<file path="config.mk">
export PLATFORM = sky130hd
export DESIGN_NAME = intc
export DESIGN_NICKNAME = d
export VERILOG_FILES = /design/src/rtl/intc.sv
export SDC_FILE = /design/constraint.sdc
export NUM_CORES = 1
export LEC_CHECK = 0
export CAP_MARGIN = 20
export CORE_UTILIZATION = 43
export DETAILED_ROUTE_END_ITERATION = 16
export PLACE_DENSITY_LB_ADDON = 0.1
export SYNTH_ARGS = -nofsm -noshare
export SYNTH_HDL_FRONTEND = slang
export SYNTH_SLANG_ARGS = --single-unit
</file>
<file path="constraint.sdc">
create_clock -name cpu_clk -period 1.5 [get_ports cpu_clk]
set_clock_uncertainty 0.05 [all_clocks]
set_input_delay 0.3 -clock cpu_clk [delete_from_list [all_inputs] [get_ports cpu_clk]]
set_output_delay 0.3 -clock cpu_clk [all_outputs]
set_load 0.02 [all_outputs]
</file>
<file path="src/rtl/intc.sv">
// rtl/intc.sv - PICO16a bus-slave interrupt controller: mask, prioritise, claim via VECTOR, release via EOI.
// Optional build macro IRQ_EDGE_EN: per-source rising-edge pending latches instead of level sensing.
module intc #(
  parameter int NUM_IRQ = 8
) (
  input  logic               cpu_clk,
  input  logic               rst,
  input  logic               cs,
  input  logic               we,
  input  logic [2:0]         adrs,
  input  logic [15:0]        from_cpu,
  output logic [15:0]        to_cpu,
  input  logic [NUM_IRQ-1:0] irq_in,
  output logic               int_req,
  output logic [NUM_IRQ-1:0] irq_ack
);

  typedef enum logic [1:0] {
    IDLE = 2'd0,
    REQ  = 2'd1,
    SERV = 2'd2
  } state_t;

  localparam logic [2:0] A_MASK = 3'b000;
  localparam logic [2:0] A_PEND = 3'b001;
  localparam logic [2:0] A_VEC  = 3'b010;
  localparam logic [2:0] A_CTRL = 3'b011;
  localparam logic [2:0] A_EOI  = 3'b100;

  state_t             r_state;
  state_t             w_state_nxt;
  logic [NUM_IRQ-1:0] r_mask;
  logic               r_gen;
  logic [2:0]         r_svc_id;
  logic               w_svc_load;
  logic               w_ack_fire;
  logic [NUM_IRQ-1:0] w_src;
  logic [NUM_IRQ-1:0] w_active;
  logic [NUM_IRQ-1:0] w_svc_onehot;
  logic [2:0]         w_enc;
  logic               w_claim;
  logic               w_eoi;
  logic               w_mask_wr;
  logic               w_ctrl_wr;
  logic [15:0]        w_rdata;
  logic [15:0]        w_vec;
  logic [2:0]         w_vec_id;
  logic               w_unused;

  assign w_unused  = ^from_cpu;
  assign w_claim   = cs & ~we & (adrs == A_VEC);
  assign w_eoi     = cs &  we & (adrs == A_EOI);
  assign w_mask_wr = cs &  we & (adrs == A_MASK);
  assign w_ctrl_wr = cs &  we & (adrs == A_CTRL);

  always_comb begin
    w_svc_onehot = '0;
    for (int i = 0; i < NUM_IRQ; i++) begin
      w_svc_onehot[i] = (r_svc_id == 3'(i));
    end
  end

`ifdef IRQ_EDGE_EN
  logic [NUM_IRQ-1:0] r_irq_d;
  logic [NUM_IRQ-1:0] r_pend;
  logic [NUM_IRQ-1:0] w_clr;

  assign w_clr = (r_state == SERV && w_eoi) ? w_svc_onehot : '0;

  // Latches capture edges regardless of mask; a new edge beats a same-cycle EOI clear.
  always_ff @(posedge cpu_clk or negedge rst) begin
    if (!rst) begin
      r_irq_d <= '0;
      r_pend  <= '0;
    end else begin
      r_irq_d <= irq_in;
      r_pend  <= (r_pend & ~w_clr) | (irq_in & ~r_irq_d);
    end
  end

  assign w_src = r_pend;
`else
  assign w_src = irq_in;
`endif

  assign w_active = w_src & r_mask;

  always_comb begin
    w_enc = 3'd0;
    for (int i = NUM_IRQ - 1; i >= 0; i--) begin
      if (w_active[i]) begin
        w_enc = 3'(i);
      end
    end
  end

  always_ff @(posedge cpu_clk or negedge rst) begin
    if (!rst) begin
      r_state <= IDLE;
    end else begin
      r_state <= w_state_nxt;
    end
  end

  always_comb begin
    w_state_nxt = r_state;
    w_svc_load  = 1'b0;
    w_ack_fire  = 1'b0;
    int_req     = 1'b0;
    case (r_state)
      IDLE: begin
        if (r_gen && (|w_active)) begin
          w_state_nxt = REQ;
        end
      end
      REQ: begin
        int_req = 1'b1;
        if (w_claim) begin
          w_state_nxt = SERV;
          w_svc_load  = 1'b1;
        end else if (!r_gen || (w_active == '0)) begin
          w_state_nxt = IDLE;
        end
      end
      SERV: begin
        if (w_eoi) begin
          w_state_nxt = IDLE;
          w_ack_fire  = 1'b1;
        end
      end
      default: begin
        w_state_nxt = IDLE;
      end
    endcase
  end

  always_ff @(posedge cpu_clk or negedge rst) begin
    if (!rst) begin
      r_mask   <= '0;
      r_gen    <= 1'b0;
      r_svc_id <= 3'd0;
      irq_ack  <= '0;
    end else begin
      if (w_mask_wr) begin
        r_mask <= from_cpu[NUM_IRQ-1:0];
      end
      if (w_ctrl_wr) begin
        r_gen <= from_cpu[0];
      end
      if (w_svc_load) begin
        r_svc_id <= w_enc;
      end
      irq_ack <= w_ack_fire ? w_svc_onehot : '0;
    end
  end

  // Vector fields come from pre-update state, so the claiming read still shows REQ.
  assign w_vec_id = (r_state == SERV) ? r_svc_id : w_enc;
  assign w_vec    = (r_state == IDLE) ? 16'h0000
                  : {1'b1, (r_state == SERV), 11'b0, w_vec_id};

  always_comb begin
    w_rdata = 16'h0000;
    case (adrs)
      A_MASK: w_rdata = {{(16-NUM_IRQ){1'b0}}, r_mask};
`ifdef IRQ_EDGE_EN
      A_PEND: w_rdata = {{(16-NUM_IRQ){1'b0}}, r_pend};
`else
      A_PEND: w_rdata = {{(16-NUM_IRQ){1'b0}}, w_active};
`endif
      A_VEC:  w_rdata = w_vec;
      A_CTRL: w_rdata = {8'b0, int_req, 4'b0, (r_state == SERV), (r_state == REQ), r_gen};
      default: w_rdata = 16'h0000;
    endcase
  end

  always_ff @(posedge cpu_clk or negedge rst) begin
    if (!rst) begin
      to_cpu <= 16'h0000;
    end else begin
      to_cpu <= w_rdata;
    end
  end

endmodule

</file>
# Word-level counts from Yosys, hierarchy flattened
# Cells that the tools add are included.
[totals]
reg_bits = 38
latchBits = 0
ram_bits = 0
rom_bits = 0
inputBits = 31
output_inout_bits = 25
wordCells = 61
mem_count = 0
[classes]
addsub = 0
mul = 0
div_mod_pow = 0
magnitude_cmp = 0
n_eq_ne = 16
shift = 0
mux = 22
bitwise = 8
reduce_logical = 9
[ops]
columns = ["cell", "n"]
rows = [
  ["$pmux W16 S4", 1],
  ["$mux W3", 9],
  ["$mux W16", 1],
  ["$eq A3 B3 Y1 const B", 5],
  ["$eq A3 B2 Y1 const B", 4],
  ["$and A8 B8 Y8", 1],
  ["$logic_not A8 Y1", 1],
  ["$mux W2", 4],
  ["$mux W8", 1],
  ["$reduce_or A8 Y1", 1],
  ["$and A1 B1 Y1", 6],
  ["$eq A3 B1 Y1 const B", 2],
  ["$logic_not A3 Y1", 2],
  ["$pmux W2 S3", 1],
  ["$mux W1", 5],
  ["$ne A2 B2 Y1 const B", 2],
  ["$ne A3 B3 Y1 const B", 1],
  ["$reduce_and A3 Y1", 1],
  ["$eq A2 B1 Y1 const B", 1],
  ["$eq A2 B2 Y1 const B", 1],
  ["$logic_not A2 Y1", 1],
  ["$logic_and A1 B1 Y1", 1],
  ["$logic_not A1 Y1", 1],
  ["$logic_or A1 B1 Y1", 1],
  ["$not A1 Y1", 1],
]

# Depth between registers and ports, before layout
# Gate-level depths: netlist of the first run.
[logic_depth]
word_depth = 12
mapped_depth = 5
ltp_nobuf = 4

# Worst setup path after synthesis of the first run
# Ideal clock, no wire load.
[synth_path]
path_kind = "register to register"
startpoint = "register r_state[1]"
endpoint = "register r_svc_id[0]"
setup_ps = 125
arrival_ps = 1319
required_ps = 1325
slack_ps = 6
path_stages_with_launch = 4
path_buffers = 0
synth_period_minus_slack_ps = 1494
cell_sequence = "dfrtp_1 > nor2b_1 > nand4_1 > mux2_2"
[synth_via]
elab_chain_cells = 2
[synth_lines]
columns = ["element", "line", "text"]
rows = [
  ["from (decl)", "30", "state_t r_state;"],
  ["from (signal assigned)", "101", "r_state <= w_state_nxt;"],
  ["$eq A2 B1 Y1", "110", "case (r_state)"],
  ["$mux W1", "110", ""],
  ["to (signal assigned)", "151", "r_svc_id <= w_enc;"],
  ["to (decl)", "34", "logic [2:0] r_svc_id;"],
]
# No other way between the ends.
# A chain may end at the register's enable or synchronous reset.

# Worst setup path in the final report of the first run
[layout_path]
startpoint = "input irq_in[3]"
endpoint = "register to_cpu[0]"
[layout_via]
elab_chain_cells = 8
[layout_lines]
columns = ["element", "line", "text"]
rows = [
  ["from (decl)", "13", "input logic [NUM_IRQ-1:0] irq_in,"],
  ["$and A8 B8 Y8", "86", "assign w_active = w_src & r_mask;"],
  ["$mux W3 (4 in series)", "91", "if (w_active[i]) begin"],
  ["$mux W3", "158", "assign w_vec_id = (r_state == SERV) ? r_svc_id : w_enc;"],
  ["$mux W16", "159", "assign w_vec = (r_state == IDLE) ? 16'h0000"],
  ["$pmux W16 S4", "164", "case (adrs)"],
  ["via w_rdata[0]", "45", "logic [15:0] w_rdata;"],
  ["to (signal assigned)", "181", "to_cpu <= w_rdata;"],
  ["to (decl)", "12", "output logic [15:0] to_cpu,"],
]
# The timed path passes the listed nets, and every way through them passes these cells.

==> key figures, run 1 <==
Status
  – Status: complete, no violations

Placed design
  – Detail Placement HPWL: 2.46 mm
  – Placed standard-cell area: 0.00210 mm2
  – Placer Congestion: 0.805
  – Port Buf Inserts: just over 40

Logic synthesis
  – Synth Cell Area: 0.00148 mm2
  – Synth unique cells: 31
  – Mean Syn Cell Area: between 10 and 15 um2
  – Post-synthesis sequential area ratio: 0.540
  – Flops & latches, synth: 32
  – Synth Instances: 133
  – Synth warn: 0

Timing
  – Max Freq: 695 MHz
  – RSZ-0062 raised after global routing: false
  – Tcrit/Tclk final: 0.959
  – Endpoints failing hold: 0
  – Final Slew Violations: 0
  – Setup violators final: 0
  – Fin crit period: 1.44 ns

Setup path
  – Critical path's largest stage delay: 0.47 ns
  – Worst R2R End: to_cpu[2]
  – CP Cell Sequence: clkdlybuf4s50_1 > a22o_1 > a31oi_1 > o31ai_1 > a221o_1
  – Critical Path RT: 1.66 ns
  – Crit path capture: to_cpu[0]
  – Worst-path fanout max: 4
  – Worst Path Buf+Inv: 1
  – Critical path's slowest cell: clkdlybuf4s50_1
  – Critical Path Stages: 5
  – Critical Path Sink Type: register
  – WP data arrival: around 1.6 ns
  – Crit path max-delay family: compound AO/OA/AOI/OAI gates
  – Reg-to-Reg Start: r_mask[7]
  – Crit Path Category: primary input to register
  – R2R setup slack: 0.08 ns
  – R2R depth: 4
  – CP startpoint: irq_in[3]
  – Setup crit start kind: primary input

Power
  – Peak VDD IR: between 600 and 700 uV
  – Leakage: about 1.1 nW
  – Power per cell area: 1030 mW/mm2
  – Power Total: 0.00223 W

Floorplan
  – Die ar.: 0.00369 mm2
  – Die Ht: 60.7 um
  – Initial Utilization: 0.471
  – Die width: 60.7 um
  – Ports: 56
  – Row count: 20
  – Core area: approximately 0.0032 mm2

Cells and area
  – FF+latch area: 801 um2
  – Area growth syn-to-layout: 45.9%
  – Fin area: 0.00216 mm2
  – Multi-input gate area: 642 um2
  – Commonest non-fill, non-tap cells in the layout: 32 x dfrtp_1, 23 x buf_4, 21 x dlygate4sd2_1, 19 x clkdlybuf4s50_1, 12 x mux2_2
  – Most common cell after layout, fill and taps aside: dfrtp_1
  – ANT cells: 0
  – Number of fill cells: 265
  – Layout cells sized above 1: 0.248
  – Nets: roughly 230

Routing
  – Via/cell ratio: 4.98
  – DRC viols: 0
  – Wirelength, routed: 3.08 mm
  – Via count: 1224
  – Iteration-0 DRC count of the detailed router: 30
  – Drt first pass iters: 4
  – Wirelength per Cell: roughly 13 um
  – Antenna viol nets, final: 0

Global routing
  – GR peak layer: met2
  – Total grt overflow: 0
  – M1 GR Usage: 0.230
  – Grt met3 use: 0.0597
  – Vias in the first global route: 1196
  – Largest net degree at the start of global routing: 33
  – Global-route wire length before repair: 5.15 mm
  – Total Routing Usage GR: 0.195
  – Grt met2 use: 0.336
  – Initial antenna violation count: 0

Clock tree
  – Worst skew pair latency: 0.34 ns
  – Root Driver: clkbuf_4
  – Clock sinks: 32
  – Clock Path Buffers: 2
  – Htree depth: 2
  – CTS buffer count: 5
  – Clock Pin Slew Worst Setup and Hold Paths: ~0.11 ns
  – CTS tree: done

Job
  – Max-Cap Viols: 0

Min path
  – Worst hold path type: primary input to asynchronous set/reset pin
-- cell families (layout without fill, tap and decap cells) --
group,after synthesis,after routing,share of synthesized area
compound gates,20,20,0.0995
buf+inv,13,77,0.0523
flops,32,32,0.540
mux,12,12,0.0911
other cells,1,6,0.00253
simple gates,55,55,0.215
-- flip-flops by register name, summed over array words and instances, names as in the netlist --
register,flops
r_state,2
r_svc_id,3
r_gen,1
to_cpu,10
r_mask,8
irq_ack,8
-- where the power goes --
group          switching (W)  internal, W  total [W]
Sequential         0.0000801     0.000958    0.00104
Clock               0.000305     0.000347   0.000652
Combinational       0.000250     0.000292   0.000542
-- final cells by class --
| class | instances | share of cell area |
|---|---|---|
| Inverter | 4 | 0.00694 |
| Tap cell | 44 | 0.0254 |
| Clock buffer | 5 | 0.0173 |
| Clock inverter | 3 | 0.0197 |
| Sequential cell | 32 | 0.370 |
| Timing Repair Buffer | 65 | 0.264 |
| Multi-Input combinational cell | 93 | 0.297 |
-- worst min path at each step --
stage,start,to,slack (ns),cells after the start
global route,rst,to_cpu[15],0.27,2
CTS,rst,irq_ack[4],0.26,2
global placement,r_mask[4],r_mask[4],0.47,1
detailed placement,r_mask[4],r_mask[4],0.48,1
finish,rst,irq_ack[4],0.27,2
floorplan,rst,irq_ack[0],-0.05,0
-- timing repair --
action,in CTS,in global routing
endpoints found under the setup margin,22,1
buffers inserted,0,0
hold endpoints to repair,0,0
gates resized for setup,26,2
pin swaps,2,1
hold buffers,0,0
-- synth_stat cells (all sizes together) --
library cell	n	area, um2
a21boi	1	7.51
a21oi	5	25.0
a221o	3	30.0
a22o	2	17.5
a22oi	2	15.0
a311o	1	10.0
a31oi	2	12.5
and2	1	8.76
and3	3	18.8
and3b	2	17.5
buf	9	62.6
conb	1	3.75
dfrtp	32	801
inv	4	15.0
mux2	12	135
nand2	12	45.0
nand2b	10	62.6
nand3	5	25.0
nand3b	3	22.5
nand4	1	6.26
nor2	9	33.8
nor2b	2	12.5
nor3	4	20.0
nor3b	1	12.5
nor4	2	33.8
o21a	1	7.51
o21ai	1	5.00
o31ai	1	7.51
o32a	1	10.0
-- metal layers --
| metal | vias up | wire [um] |
|---|---|---|
| met5 | - | 0 |
| met4 | 0 | 44 |
| met3 | 6 | 155 |
| met2 | 40 | 1570 |
| met1 | 588 | 1310 |
| li1 | 590 | - |
-- through the flow --
step / TNS (ns) / setup WS [ns] / instances / util / hold slack, ns
2_1_floorplan: 0 / 0.00597 / 138 / - / -0.0456
3_3_place_gp: -7.65 / -0.368 / 238 / 0.665 / 0.474
3_5_place_dp: -8.69 / -0.462 / 238 / 0.665 / 0.479
4_1_cts: 0 / 0.0615 / 246 / 0.683 / 0.256
5_1_grt: 0 / 0.00359 / 246 / 0.687 / 0.269
6_report: 0 / 0.0621 / 246 / 0.687 / 0.267
Power figures use the tool's default switching activity.
==> run 2: changes to the inputs <==
--- a/config.mk
+++ b/config.mk
@@ -9,6 +9,8 @@
 export CORE_UTILIZATION = 43
 export DETAILED_ROUTE_END_ITERATION = 16
 export PLACE_DENSITY_LB_ADDON = 0.1
+export RECOVER_POWER = 25
+export SKIP_LAST_GASP = 1
 export SYNTH_ARGS = -nofsm -noshare
 export SYNTH_HDL_FRONTEND = slang
 export SYNTH_SLANG_ARGS = --single-unit
==> constraint.sdc (replaced) <==
create_clock -name cpu_clk -period 1.5 [get_ports cpu_clk]
set_clock_uncertainty 0.05 [all_clocks]
set_input_delay 0.375 -clock cpu_clk [delete_from_list [all_inputs] [get_ports cpu_clk]]
set_output_delay 0.375 -clock cpu_clk [all_outputs]
set_load 0.02 [all_outputs]
==> run 2 against run 1 <==
Routed wire length is 0.97% higher. Combinational power is 0.7% higher. Total power is 0.34% higher. Sequential share of layout area is 0.19 points lower. Cell area is 0.52% higher. Via count is 1.9% higher. Maximum frequency is 3.0% lower. Hold slack better by 0.018 ns. Final cell count stayed put. Critical endpoint is now int_req. Largest power group unchanged.
==> key figures, run 2 (synthesis results as in run 1) <==
Status
  – Status: complete, no violations

Setup path
  – WP data arrival: 1.06 ns
  – Critical Path Sink Type: output pin
  – Crit Path Category: register to output pin
  – Critical Path RT: 1.07 ns
  – Setup crit start kind: register
  – Worst-path fanout max: 2

Clock tree
  – Clock sinks: 32
  – Setup Fix Bufs, Post-CTS: 0
  – Htree depth: 2
  – CTS buffer count: 5
  – CTS tree: done
  – Worst skew pair latency: between 0.3 and 0.4 ns
  – Clock Pin Slew Worst Setup and Hold Paths: roughly 0.10 ns
  – Post-CTS Hold Fix Bufs: 0
  – Root Driver: clkbuf_4
  – Clock Path Buffers: 2

Cells and area
  – Nets: 232
  – Final Core Density: 0.690
  – Fin area: 0.00218 mm2
  – Most common cell after layout, fill and taps aside: dfrtp_1
  – Area growth syn-to-layout: 46.6%
  – ANT cells: 0
  – Max reg flops: 10
  – FF+latch area: 801 um2
  – Number of fill cells: 262
  – Multi-input gate area: ~650 um2
  – Layout cells sized above 1: 0.257
  – Biggest regs: to_cpu x10, irq_ack x8, r_mask x8
  – Commonest non-fill, non-tap cells in the layout: 32 x dfrtp_1, 23 x buf_4, 21 x dlygate4sd2_1, 12 x mux2_2, 12 x clkdlybuf4s50_1
  – Reg with most FFs: to_cpu

Timing
  – Final Slew Violations: 0
  – Setup violators final: 0
  – Worst rel slew slack: 0.500
  – RSZ-0062 raised after global routing: true
  – WHS: 0.284 ns
  – Fin crit period: between 1 and 1.5 ns
  – Tcrit/Tclk final: 0.988
  – Worst slew pin tran: 0.750 ns
  – Endpoints failing hold: 0
  – Max Freq: 675 MHz

Routing
  – Via/cell ratio: slightly above 5
  – Wirelength per Cell: about 13 um
  – Via count: 1247
  – Drt first pass iters: 4
  – Iteration-0 DRC count of the detailed router: 27
  – Antenna viol nets, final: 0
  – DRC viols: 0
  – Wirelength, routed: 3.11 mm

Floorplan
  – Ports: 56
  – Die ar.: 0.00369 mm2
  – Core area: 0.00315 mm2
  – Die Ht: 60.7 um
  – Die width: 60.7 um
  – Initial Utilization: 0.471
  – Row count: 20

Global routing
  – Total Routing Usage GR: 0.195
  – Initial antenna violation count: 0
  – Vias in the first global route: approximately 1.2k
  – Global-route wire length before repair: 5.17 mm
  – Total grt overflow: 0
  – Largest net degree at the start of global routing: 33

Placed design
  – Detail Placement HPWL: 2.46 mm
  – Port Buf Inserts: just over 40
  – Placer Congestion: 0.805
  – Placed standard-cell area: 0.00210 mm2

Job
  – Max-Cap Viols: 0

Power
  – Power per cell area: 1030 mW/mm2
  – Peak VDD IR: 672 uV
  – Power Total: 0.00224 W
  – Leakage: 1.13 nW

Min path
  – Worst hold path type: primary input to register
==> run 2: worst max-delay path, stage by stage (launching register included) <==
cell and delay [ns]:
dfrtp_1 0.39, nor2b_1 0.17, buf_4 0.17
==> run 2: stage by stage <==
stage / setup WS, ns / TNS [ns] / std cells
6_report: 0.0181 / 0 / 246
3_3_place_gp: -0.443 / -10.06 / 238
2_1_floorplan: 0.00597 / 0 / 138
4_1_cts: -0.178 / -0.178 / 246
3_5_place_dp: -0.537 / -11.13 / 238
5_1_grt: -0.0388 / -0.0388 / 246
==> run 2: worst paths after layout <==
path	startpoint	endpoint	slack, ns	cells after the start
min	irq_in[5]	to_cpu[5]	0.28	3
min in group asynchronous	rst	irq_ack[4]	0.58	2
min reg2reg	r_mask[4]	to_cpu[4]	0.50	1
max reg2reg	r_mask[3]	to_cpu[0]	0.06	4
max in group asynchronous	rst	irq_ack[1]	0.35	2
max	r_state[1]	int_req	0.02	2
==> run 2: what timing repair did <==
action,in CTS,in global routing
hold endpoints to repair,0,0
pin swaps,2,3
resized for setup,25,14
setup endpoints to repair,36,14
==> run 2: final cells by class <==
class,count,area share
timing repair buffer,65,0.265
clock buffer,5,0.0173
multi-input combinational,93,0.298
inverter,4,0.00690
tap,44,0.0253
sequential,32,0.368
clock inverter,3,0.0196
==> run 2: power by group <==
part	leakage [nW]	total, W	internal, W	switching (W)
Sequential	0.427	0.00104	0.000958	0.0000806
Clock	0.0412	0.000655	0.000347	0.000308
Combinational	0.658	0.000546	0.000292	0.000255
Total	1.13	0.00224	0.00160	0.000643
==> run 2: routing by layer <==
| layer | up-vias | routed length [um] | GRT usage |
|---|---|---|---|
| met5 | - | 0 | 0 |
| met2 | 47 | 1580 | 0.338 |
| met3 | 6 | 171 | 0.0597 |
| met4 | 0 | 44 | 0.0682 |
| met1 | 602 | 1320 | 0.230 |
| li1 | 592 | - | - |
